## src/rtl/fetch_stage.sv

```systemverilog
// MIPS32 instruction-fetch stage: program counter, instruction-memory address
// and the IF/ID pipeline register, with wait-state, stall and redirect handling.
module fetch_stage #(
  parameter logic [31:0] RESET_PC = 32'h0000_0000
) (
  input  logic        clk,
  input  logic        rst,
  input  logic        stall,
  input  logic        branch_taken,
  input  logic [31:0] branch_target,
  input  logic        jump,
  output logic [31:0] imem_addr,
  input  logic [31:0] imem_rdata,
  input  logic        imem_ready,
  output logic [31:0] pc,
  output logic [31:0] if_id_instr,
  output logic [31:0] if_id_pc4,
  output logic        if_id_valid,
  output logic [5:0]  opcode
);

  // Memory handshake: imem_addr is a registered request that is always
  // outstanding; a beat completes on any rising edge where imem_ready=1 and
  // the stage is neither stalled nor redirecting. Otherwise the word is dropped.

  logic [31:0] pc_q, pc_d;
  logic [31:0] instr_q, instr_d;
  logic [31:0] pc4_q, pc4_d;
  logic        valid_q, valid_d;

  logic [31:0] pc_plus4;
  logic [31:0] jump_target;
  logic [31:0] branch_pc;

  assign pc_plus4    = pc_q + 32'd4;
  assign jump_target = {pc4_q[31:28], instr_q[25:0], 2'b00};
  assign branch_pc   = {branch_target[31:2], 2'b00};

  // Redirect priority: a taken branch overrides a stall because the stalled
  // ID instruction is on the wrong path; jump only acts on a real instruction.
  always_comb begin
    pc_d    = pc_q;
    instr_d = 32'h0;
    pc4_d   = 32'h0;
    valid_d = 1'b0;
    if (branch_taken) begin
      pc_d = branch_pc;
    end else if (stall) begin
      instr_d = instr_q;
      pc4_d   = pc4_q;
      valid_d = valid_q;
    end else if (jump && valid_q) begin
      pc_d = jump_target;
    end else if (imem_ready) begin
      pc_d    = pc_plus4;
      instr_d = imem_rdata;
      pc4_d   = pc_plus4;
      valid_d = 1'b1;
    end
  end

  always_ff @(posedge clk or posedge rst) begin
    if (rst) begin
      pc_q    <= RESET_PC;
      instr_q <= 32'h0;
      pc4_q   <= 32'h0;
      valid_q <= 1'b0;
    end else begin
      pc_q    <= pc_d;
      instr_q <= instr_d;
      pc4_q   <= pc4_d;
      valid_q <= valid_d;
    end
  end

  assign imem_addr   = pc_q;
  assign pc          = pc_q;
  assign if_id_instr = instr_q;
  assign if_id_pc4   = pc4_q;
  assign if_id_valid = valid_q;
  assign opcode      = instr_q[31:26];

endmodule

```

## config.mk

```make
export PLATFORM = sky130hd
export DESIGN_NAME = fetch_stage
export DESIGN_NICKNAME = d
export VERILOG_FILES = /design/src/rtl/fetch_stage.sv
export SDC_FILE = /design/constraint.sdc
export NUM_CORES = 1
export LEC_CHECK = 0
export CAP_MARGIN = 15
export CORE_ASPECT_RATIO = 0.9
export CORE_MARGIN = 2
export CORE_UTILIZATION = 39
export DETAILED_ROUTE_END_ITERATION = 7
export GPL_ROUTABILITY_DRIVEN = 1
export PLACE_DENSITY = 0.83
export SKIP_LAST_GASP = 1
export SYNTH_ARGS = -nofsm -noshare
export SYNTH_HDL_FRONTEND = slang
export SYNTH_SLANG_ARGS = --single-unit
```

## constraint.sdc

```tcl
create_clock -name clk -period 2.9 [get_ports clk]
set_input_delay 0.29 -clock clk [delete_from_list [all_inputs] [get_ports clk]]
set_output_delay 0.29 -clock clk [all_outputs]
set_load 0.01 [all_outputs]
```

== After elaboration in Yosys (flattened, before gate mapping) ==
Index checks and enable logic that the tools add are counted.

* Bits in registers: 97
* Input port bits: 70
* Output and inout port bits: 135
* Word-level logic and storage cells: 25

* Add/subtract/negate cells: 1
* Equality and inequality tests: 1
* Multiplexer cells: 16
* Reduce and logical (&&, ||, !) cells: 3

{| class="wikitable"
|+ Operators with widths
! kind !! number
|-
| 2-to-1 mux 32 bit || 12
|-
| adder 32 x 3 -> 32 bit, second input constant || 1
|-
| 2-to-1 mux 1 bit || 4
|-
| nonzero test 3 bit || 1
|-
| inequality test 2 x 1 -> 1 bit, second input constant || 1
|-
| AND reduction 2 bit || 1
|-
| logical AND 1 bit || 1
|}

== Depth between registers and ports, before layout ==
Gate-level depths: netlist of run 1.

* Word-level depth: 5
* Depth in mapped cells: 7
* Mapped depth without buffers: 6

== Worst setup path after synthesis of run 1 ==
No wires, ideal clock.

* Path type: register to register
* Start: register pc_q[2] (netlist: imem_addr[2])
* End: register pc_q[28] (netlist: imem_addr[28])
* Library setup time: 121 ps
* Data arrival time: 1884 ps
* Data required time: 2779 ps
* Setup slack: 895 ps
* Stages on the path, launching flop included: 7
* Buffers on the path: 0
* Period minus slack after synthesis: 2005 ps
* Cells stage by stage: dfrtp_1 ha_1 nand4_1 nor3_4 nand4_1 a21o_1 a22o_1

* Longest elaborated chain between the ends: 5

{| class="wikitable"
|+ Ends and longest elaborated chain
! what !! RTL line !! text
|-
| start: declaration || 26 || <nowiki>logic [31:0] pc_q, pc_d;</nowiki>
|-
| start signal: assignment || 69 || <nowiki>pc_q <= pc_d;</nowiki>
|-
| adder 32 x 3 -> 32 bit || 35 || <nowiki>assign pc_plus4 = pc_q + 32'd4;</nowiki>
|-
| 2-to-1 mux 32 bit || 54 || <nowiki>end else if (imem_ready) begin</nowiki>
|-
| 2-to-1 mux 32 bit || 52 || <nowiki>end else if (jump && valid_q) begin</nowiki>
|-
| 2-to-1 mux 32 bit || 48 || <nowiki>end else if (stall) begin</nowiki>
|-
| 2-to-1 mux 32 bit || 46 || <nowiki>if (branch_taken) begin</nowiki>
|}

Every way passes these cells. The select of a mux whose other input is x is not followed.
A chain may end at the register's enable or synchronous reset.

== Worst setup path after layout of run 1 ==
Ends and elaborated chain as after synthesis.

==> metrics.md, run 1 <==
| Metric | Value |
|---|---|
| Run status | `completed` |
| Reg2reg end | `imem_addr[28]$_DFFE_PP0P_` |
| Non-filler cells, final | `818` |
| Critical Path AT | `2.69 ns` |
| First-pass GRT wire length | `24.3 mm` |
| Ant. Diodes | `0` |
| CP max stage cell | `nor3_4` |
| Worst Clk Skew | `0.00485 ns` |
| Maximum VDD drop | `0.000282 V` |
| Hold Crit Depth | `2` |
| Slew @ Worst Pin | `0.790 ns` |
| Synth area leader | `dfrtp_1` |
| Num ports | `205` |
| Area share of the leading cell type in the synthesized netlist | `48.3%` |
| Post-synth top cells | `dfrtp_1, nand2_1, o21ai_0, buf_4, a22o_1` |
| Post-synthesis sequential area ratio | `48.3%` |
| DR iter-0 viols | `383` |
| CTS tree | `yes` |
| Post-Synthesis Cells | `497` |
| Synth Area in Adders | `0.257%` |
| RSZ-0062 raised after global routing | `false` |
| Post-CTS Setup Bufs | `0` |
| Fmax achieved | `0.406 GHz` |
| Rows | `38` |
| Clock Pin Slew Worst Setup and Hold Paths | `0.07 ns` |
| # setup viols final | `0` |
| Die Y | `110 um` |
| H-tree depth | `3` |
| Vias in the first global route | `4468` |
| Via density | `5.52` |
| Compound-cell area share of the yosys netlist | `22.3%` |
| Max clock buf depth | `2` |
| Hold Crit Start | `branch_taken` |
| Max-Cap Viols | `0` |
| Avg WL per Cell | `19.0 um` |
| WL final | `15.6 mm` |
| Remaining antenna violation count | `0` |
| Final min period | `2.46 ns` |
| CP peak stage delay | `0.55 ns` |
| Multiplexer area fraction after synthesis | `0.206%` |
| Synth top area cells | `dfrtp_1, buf_4, a22o_1, o21ai_0, nand2_1` |
| Cell chain of the critical path | `ha_1 -> nand4_1 -> nor3_4 -> nand4_1 -> a21o_1 -> a22o_1` |
| Leak pwr | `2.94 nW` |
| Critical R2R Launch | `imem_addr[2]$_DFFE_PP0P_` |
| Async set-or-reset flop fraction in the synthesized netlist | `100%` |
| Period utilization | `84.9%` |
| Final Worst Setup Slack | `0.438 ns` |
| Die ar. | `13400 um2` |
| Post-CTS sizing | `0` |
| Top FF cell, synth | `dfrtp_1` |
| Hold_buf cts | `0` |
| Post-Route Setup TNS | `0 ns` |
| Power Density | `532 nW/um2` |
| DRC Markers | `0` |
| Fin nets | `724` |
| Via count | `4516` |
| Worst R2R Setup Slack | `0.44 ns` |
| Placed insts | `802` |
| Fillers | `1047` |
| Post-DP HPWL | `11.1 mm` |
| CP endpoint kind | `register` |
| Mapped Avg Cell Area | `9.80 um2` |
| Starting Density | `40.2%` |
| Placeable Area | `12100 um2` |
| Layout area overhead | `46.0%` |
| Simple-gate share of the synthesized area | `14.1%` |
| Setup crit start kind | `register` |
| Grt ovf | `0` |
| Max-slew violations | `0` |
| Crit-path max FO | `10` |
| Post-synth EDFFs | `0` |
| Die W | `122 um` |
| Fraction of layout cells with a size suffix above 1 | `6.53%` |
| Hold WC Path Type | `in2reg` |
| CTS buffer count | `9` |
| Mapped Area | `4870 um2` |
| Largest net degree at the start of global routing | `53` |
| Num Clock Sinks | `94` |
| GRT Total Usage | `23.6%` |
| Yosys warns | `0` |
| Drt pass-1 iters | `5` |
| Setup CP Type | `reg2reg` |
| Worst hold endpoint | `imem_addr[2]$_DFFE_PP0P_` |
| CP required | `3.13 ns` |
| Synth Register Bits | `94` |
| Initial antenna violation count | `0` |
| Crit path top cell by count | `nand4_1` |
| Relative slew margins | `46.9%` |
| Post-synthesis cell type count | `52` |
| GPL Wtd Cong | `0.846` |
| Most common cell in the netlist | `dfrtp_1` |
| Endpoints failing hold | `0` |
| Clk_lat worst skew | `0.34 ns` |
| Pre-CTS setup slack | `0.452 ns` |
| Post-synthesis xor/xnor area fraction | `5.04%` |
| Root Buffer | `clkbuf_16` |
| Main combinational cell family by area after synthesis | `compound AO/OA/AOI/OAI gates` |
| Port bufs | `198` |
| R2R cell count | `6` |
==> kinds of logic after synthesis <==
kind of cell / count (synthesis)
fa+ha+maj: 1
buf+inv: 79
other cells: 1
flops: 94
mux: 1
xor+xnor: 28
compound gates: 161
simple gates: 132
==> cell type report <==
type	instances	area (um2)	share of cell area, %
clock inverters	7	121	1.71
flip-flops and latches	94	2350	33.1
inverters	9	36.3	0.510
multi-input cells	327	2070	29.1
well taps	160	200	2.82
clock buffers	9	225	3.17
repair buffers	212	2110	29.6
==> cell usage in the layout, fill, tap and decap left out, types with 2 or more instances in the layout <==
cell,instances
and2_1,3
clkdlybuf4s50_1,197
o21ai_1,4
dfrtp_1,94
nand3_1,20
a22oi_1,5
nand4_2,2
a22o_1,35
a21o_1,2
xnor2_1,15
xor2_1,13
or3_1,2
conb_1,4
o22ai_1,7
o31a_1,5
a21oi_1,34
o21ai_0,44
and3_1,12
nand4_1,8
inv_1,8
a221o_1,3
nor2_1,18
buf_4,12
o311ai_0,4
bufinv_16,3
a222oi_1,4
clkbuf_16,9
nand2_1,51
buf_12,2
nor3_1,7
o311ai_1,3
clkinv_4,2
==> critical path: cells and delay by family, from the launching register on <==
family | cells | cell delay, ns
AND/OR/NAND/NOR | 3 | 1.06
flip-flops | 1 | 0.53
AO/OA/AOI/OAI | 2 | 0.47
adder cells (fa/ha/maj) | 1 | 0.28
==> layer usage <==
layer	part of all wire (%)	track usage, %	vias up
met1	43	31.7	2235
met5	0	0	-
met4	1.4	7.14	0
met2	49	38.6	191
met3	6.4	4.84	22
li1	-	-	2068
==> how the worst max path moves through the flow <==
stage,from,end,slack (ns),cells after the start
2_1_floorplan,rst,if_id_instr[0]$_DFFE_PP0P_,0.16,1
3_3_place_gp,jump,if_id_instr[23]$_DFFE_PP0P_,0.54,6
3_5_place_dp,imem_addr[2]$_DFFE_PP0P_,imem_addr[28]$_DFFE_PP0P_,0.45,6
6_report,imem_addr[2]$_DFFE_PP0P_,imem_addr[28]$_DFFE_PP0P_,0.44,6
4_1_cts,imem_addr[2]$_DFFE_PP0P_,imem_addr[28]$_DFFE_PP0P_,0.43,6
5_1_grt,imem_addr[2]$_DFFE_PP0P_,imem_addr[28]$_DFFE_PP0P_,0.32,6
==> report_power, final <==
group	leakage [nW]	internal, mW	switching (mW)
Sequential	1.23	1.41	0.165
Clock	0.170	0.847	0.521
Combinational	1.54	0.476	0.369
==> per-stage QoR <==
step	power, mW	utilization (%)	hold WS [ns]	instance area [um2]
2_1_floorplan	1.99	-	0.411	4880
3_3_place_gp	2.42	55.8	0.463	6760
6_report	3.78	58.6	0.277	7110
3_5_place_dp	2.44	55.8	0.469	6760
4_1_cts	3.81	58.6	0.268	7110
5_1_grt	3.94	58.6	0.312	7110
==> state kept, by name, indices dropped and copies added, names as in the netlist <==
signal / flops
if_id_instr: 32
if_id_valid: 1
imem_addr: 30
if_id_pc4: 31
Note: power is estimated with default switching activity, not from simulation.
==> inputs of run 2 (changes only) <==
--- a/config.mk
+++ b/config.mk
@@ -8,10 +8,10 @@
 export CAP_MARGIN = 15
 export CORE_ASPECT_RATIO = 0.9
 export CORE_MARGIN = 2
-export CORE_UTILIZATION = 39
+export CORE_UTILIZATION = 40
 export DETAILED_ROUTE_END_ITERATION = 7
 export GPL_ROUTABILITY_DRIVEN = 1
-export PLACE_DENSITY = 0.83
+export PLACE_DENSITY = 0.82
 export SKIP_LAST_GASP = 1
 export SYNTH_ARGS = -nofsm -noshare
 export SYNTH_HDL_FRONTEND = slang
==> constraint.sdc (replaced) <==
create_clock -name clk -period 2.4 [get_ports clk]
set_input_delay 0.24 -clock clk [delete_from_list [all_inputs] [get_ports clk]]
set_output_delay 0.24 -clock clk [all_outputs]
set_load 0.01 [all_outputs]
==> run 2 against run 1 <==
Net effect:
- final cell count is 0.98% higher
- combinational power rose by 24%
- clock skew up 0.0037 ns
- clock power rose by 14%
- final area rose by 0.86%
- register-to-register slack got worse by 0.17 ns
- routed wire length decreased by 2.6%
- via count increased by 1.3%
- maximum frequency rose by 16%
- power grew 19%
- sequential share of layout area is 0.28 points lower
- die area shrank 2.4%
==> metrics.md, run 2 (synthesis results as in run 1) <==
| Metric | Value |
|---|---|
| Run status | `completed` |
| Post-CTS Setup Bufs | `0 (unchanged)` |
| Via density | `5.54 (+0.33%)` |
| Fraction of layout cells with a size suffix above 1 | `7.66% (+1.1 points)` |
| Setup crit start kind | `register` |
| Critical Path AT | `2.35 ns (-0.34 ns)` |
| Num ports | `205 (unchanged)` |
| Grt ovf | `0 (unchanged)` |
| Starting Density | `40.6% (+0.48 points)` |
| Period utilization | `88.8% (+3.9 points)` |
| Clock Pin Slew Worst Setup and Hold Paths | `0.06 ns (about the same)` |
| Num Clock Sinks | `94 (unchanged)` |
| Die ar. | `13100 um2 (-2.4%)` |
| Die W | `120 um (-1.2%)` |
| Setup CP Type | `reg2reg` |
| Crit-path max FO | `8 (-2)` |
| Post-Route Setup TNS | `0 ns (unchanged)` |
| Max-Cap Viols | `0 (unchanged)` |
| Fin nets | `732 (+1.1%)` |
| WL final | `15.2 mm (-2.6%)` |
| Worst Clk Skew | `0.00860 ns (+0.00374 ns)` |
| H-tree depth | `3 (unchanged)` |
| Largest register FFs | `32 (unchanged)` |
| Drt pass-1 iters | `5 (unchanged)` |
| Clk_lat worst skew | `0.34 ns (about the same)` |
| CTS buffer count | `9 (unchanged)` |
| Post-CTS sizing | `0 (unchanged)` |
| CTS tree | `yes` |
| Vias in the first global route | `4460 (-0.18%)` |
| First-pass GRT wire length | `23.5 mm (-3.2%)` |
| Rows | `38 (unchanged)` |
| Final Util | `59.8% (+1.2 points)` |
| Maximum VDD drop | `0.000355 V (+26%)` |
| Slew @ Worst Pin | `0.817 ns (+0.0276 ns)` |
| GRT Total Usage | `23.0% (-0.59 points)` |
| Die Y | `109 um (-1.2%)` |
| Endpoints failing hold | `0 (unchanged)` |
| Hold_buf cts | `0 (unchanged)` |
| RSZ-0062 raised after global routing | `false` |
| DRC Markers | `0 (unchanged)` |
| DR iter-0 viols | `311 (-19%)` |
| Final min period | `2.13 ns (-0.331 ns)` |
| Pre-CTS setup slack | `0.123 ns (-0.328 ns)` |
| Layout area overhead | `47.3%` |
| Commonest non-fill, non-tap cell in the layout | `clkdlybuf4s50_1` |
| Port bufs | `198 (unchanged)` |
| Max-slew violations | `0 (unchanged)` |
| # setup viols final | `0 (unchanged)` |
| Fmax achieved | `0.469 GHz (+16%)` |
| Remaining antenna violation count | `0 (unchanged)` |
| Placeable Area | `12000 um2 (-1.2%)` |
| Post-DP HPWL | `10.9 mm (-2.1%)` |
| Leak pwr | `2.97 nW (+1.1%)` |
| Final Worst Setup Slack | `0.268 ns (-0.169 ns)` |
| Max clock buf depth | `2 (unchanged)` |
| Ant. Diodes | `0 (unchanged)` |
| Power Density | `627 nW/um2 (+18%)` |
| Root Buffer | `clkbuf_16` |
| Largest net degree at the start of global routing | `90 (+70%)` |
| Avg WL per Cell | `18.4 um (-3.6%)` |
| GPL Wtd Cong | `0.816 (-3.5%)` |
| Via count | `4575 (+1.3%)` |
| CP required | `2.62 ns (-0.51 ns)` |
| Most frequent cells in the layout | `clkdlybuf4s50_1, dfrtp_1, nand2_1` |
| CP endpoint kind | `register` |
| Relative slew margins | `44.9% (-2.0 points)` |
| Hold WC Path Type | `in2async` |
| Initial antenna violation count | `0 (unchanged)` |
run 2: cell types whose count changed in the layout (fill, tap and decap cells not counted), sizes merged:
cell / change
buf: +8
bufinv: -1
clkinv: -1
clkinvlp: +2
clkbuf: +2
inv: -2
run 2: area by class of cell:
class                      instances  area [um2]
clock buffer                      11         253
tap                              160         200
clock inverter                     5        81.3
fill                            1035        4810
multi-input combinational        327        2070
timing repair buffer             220        2180
inverter                           9        37.5
sequential                        94        2350
run 2: worst max-delay path, stage by stage (launching register included):
cell     delay [ns]
dfrtp_1        0.35
ha_1           0.22
nand4_1        0.24
nor3_4         0.48
nand4_1        0.26
a21o_1         0.25
a22o_1         0.22
run 2: stage by stage:
stage	hold slack [ns]	area, um2	power [mW]	instances
CTS	0.148	7170	4.53	826
global route	0.162	7170	4.69	826
finish	0.156	7170	4.49	826
global placement	0.464	6840	2.93	810
floorplan	0.361	4880	2.41	500
detailed placement	0.470	6840	2.96	810
run 2: where the power goes:
group          switching (mW)  internal, mW
Combinational           0.459         0.590
Clock                   0.594         0.970
Sequential              0.184          1.70
Total                    1.24          3.26
run 2: final timing paths:
path / to / cells past startpoint / from / slack (ns)
setup / recovery: imem_addr[28]$_DFFE_PP0P_ / 6 / imem_addr[2]$_DFFE_PP0P_ / 0.27
hold / removal: if_id_instr[27]$_DFFE_PP0P_ / 2 / rst / 0.16
setup reg to reg: imem_addr[28]$_DFFE_PP0P_ / 6 / imem_addr[2]$_DFFE_PP0P_ / 0.27
hold reg to reg: if_id_pc4[22]$_DFFE_PP0P_ / 2 / if_id_pc4[22]$_DFFE_PP0P_ / 0.48
max in group asynchronous: imem_addr[16]$_DFFE_PP0P_ / 3 / rst / 1.55
min in group clk: imem_addr[21]$_DFFE_PP0P_ / 3 / branch_taken / 0.38
run 2: per-layer routing:
| metal | GRT usage [%] | part of all wire [%] | vias up |
|---|---|---|---|
| li1 | - | - | 2088 |
| met1 | 30.2 | 43 | 2246 |
| met2 | 38.6 | 48 | 225 |
| met3 | 4.76 | 7.4 | 16 |
| met4 | 6.89 | 1.4 | 0 |
| met5 | 0 | 0 | - |
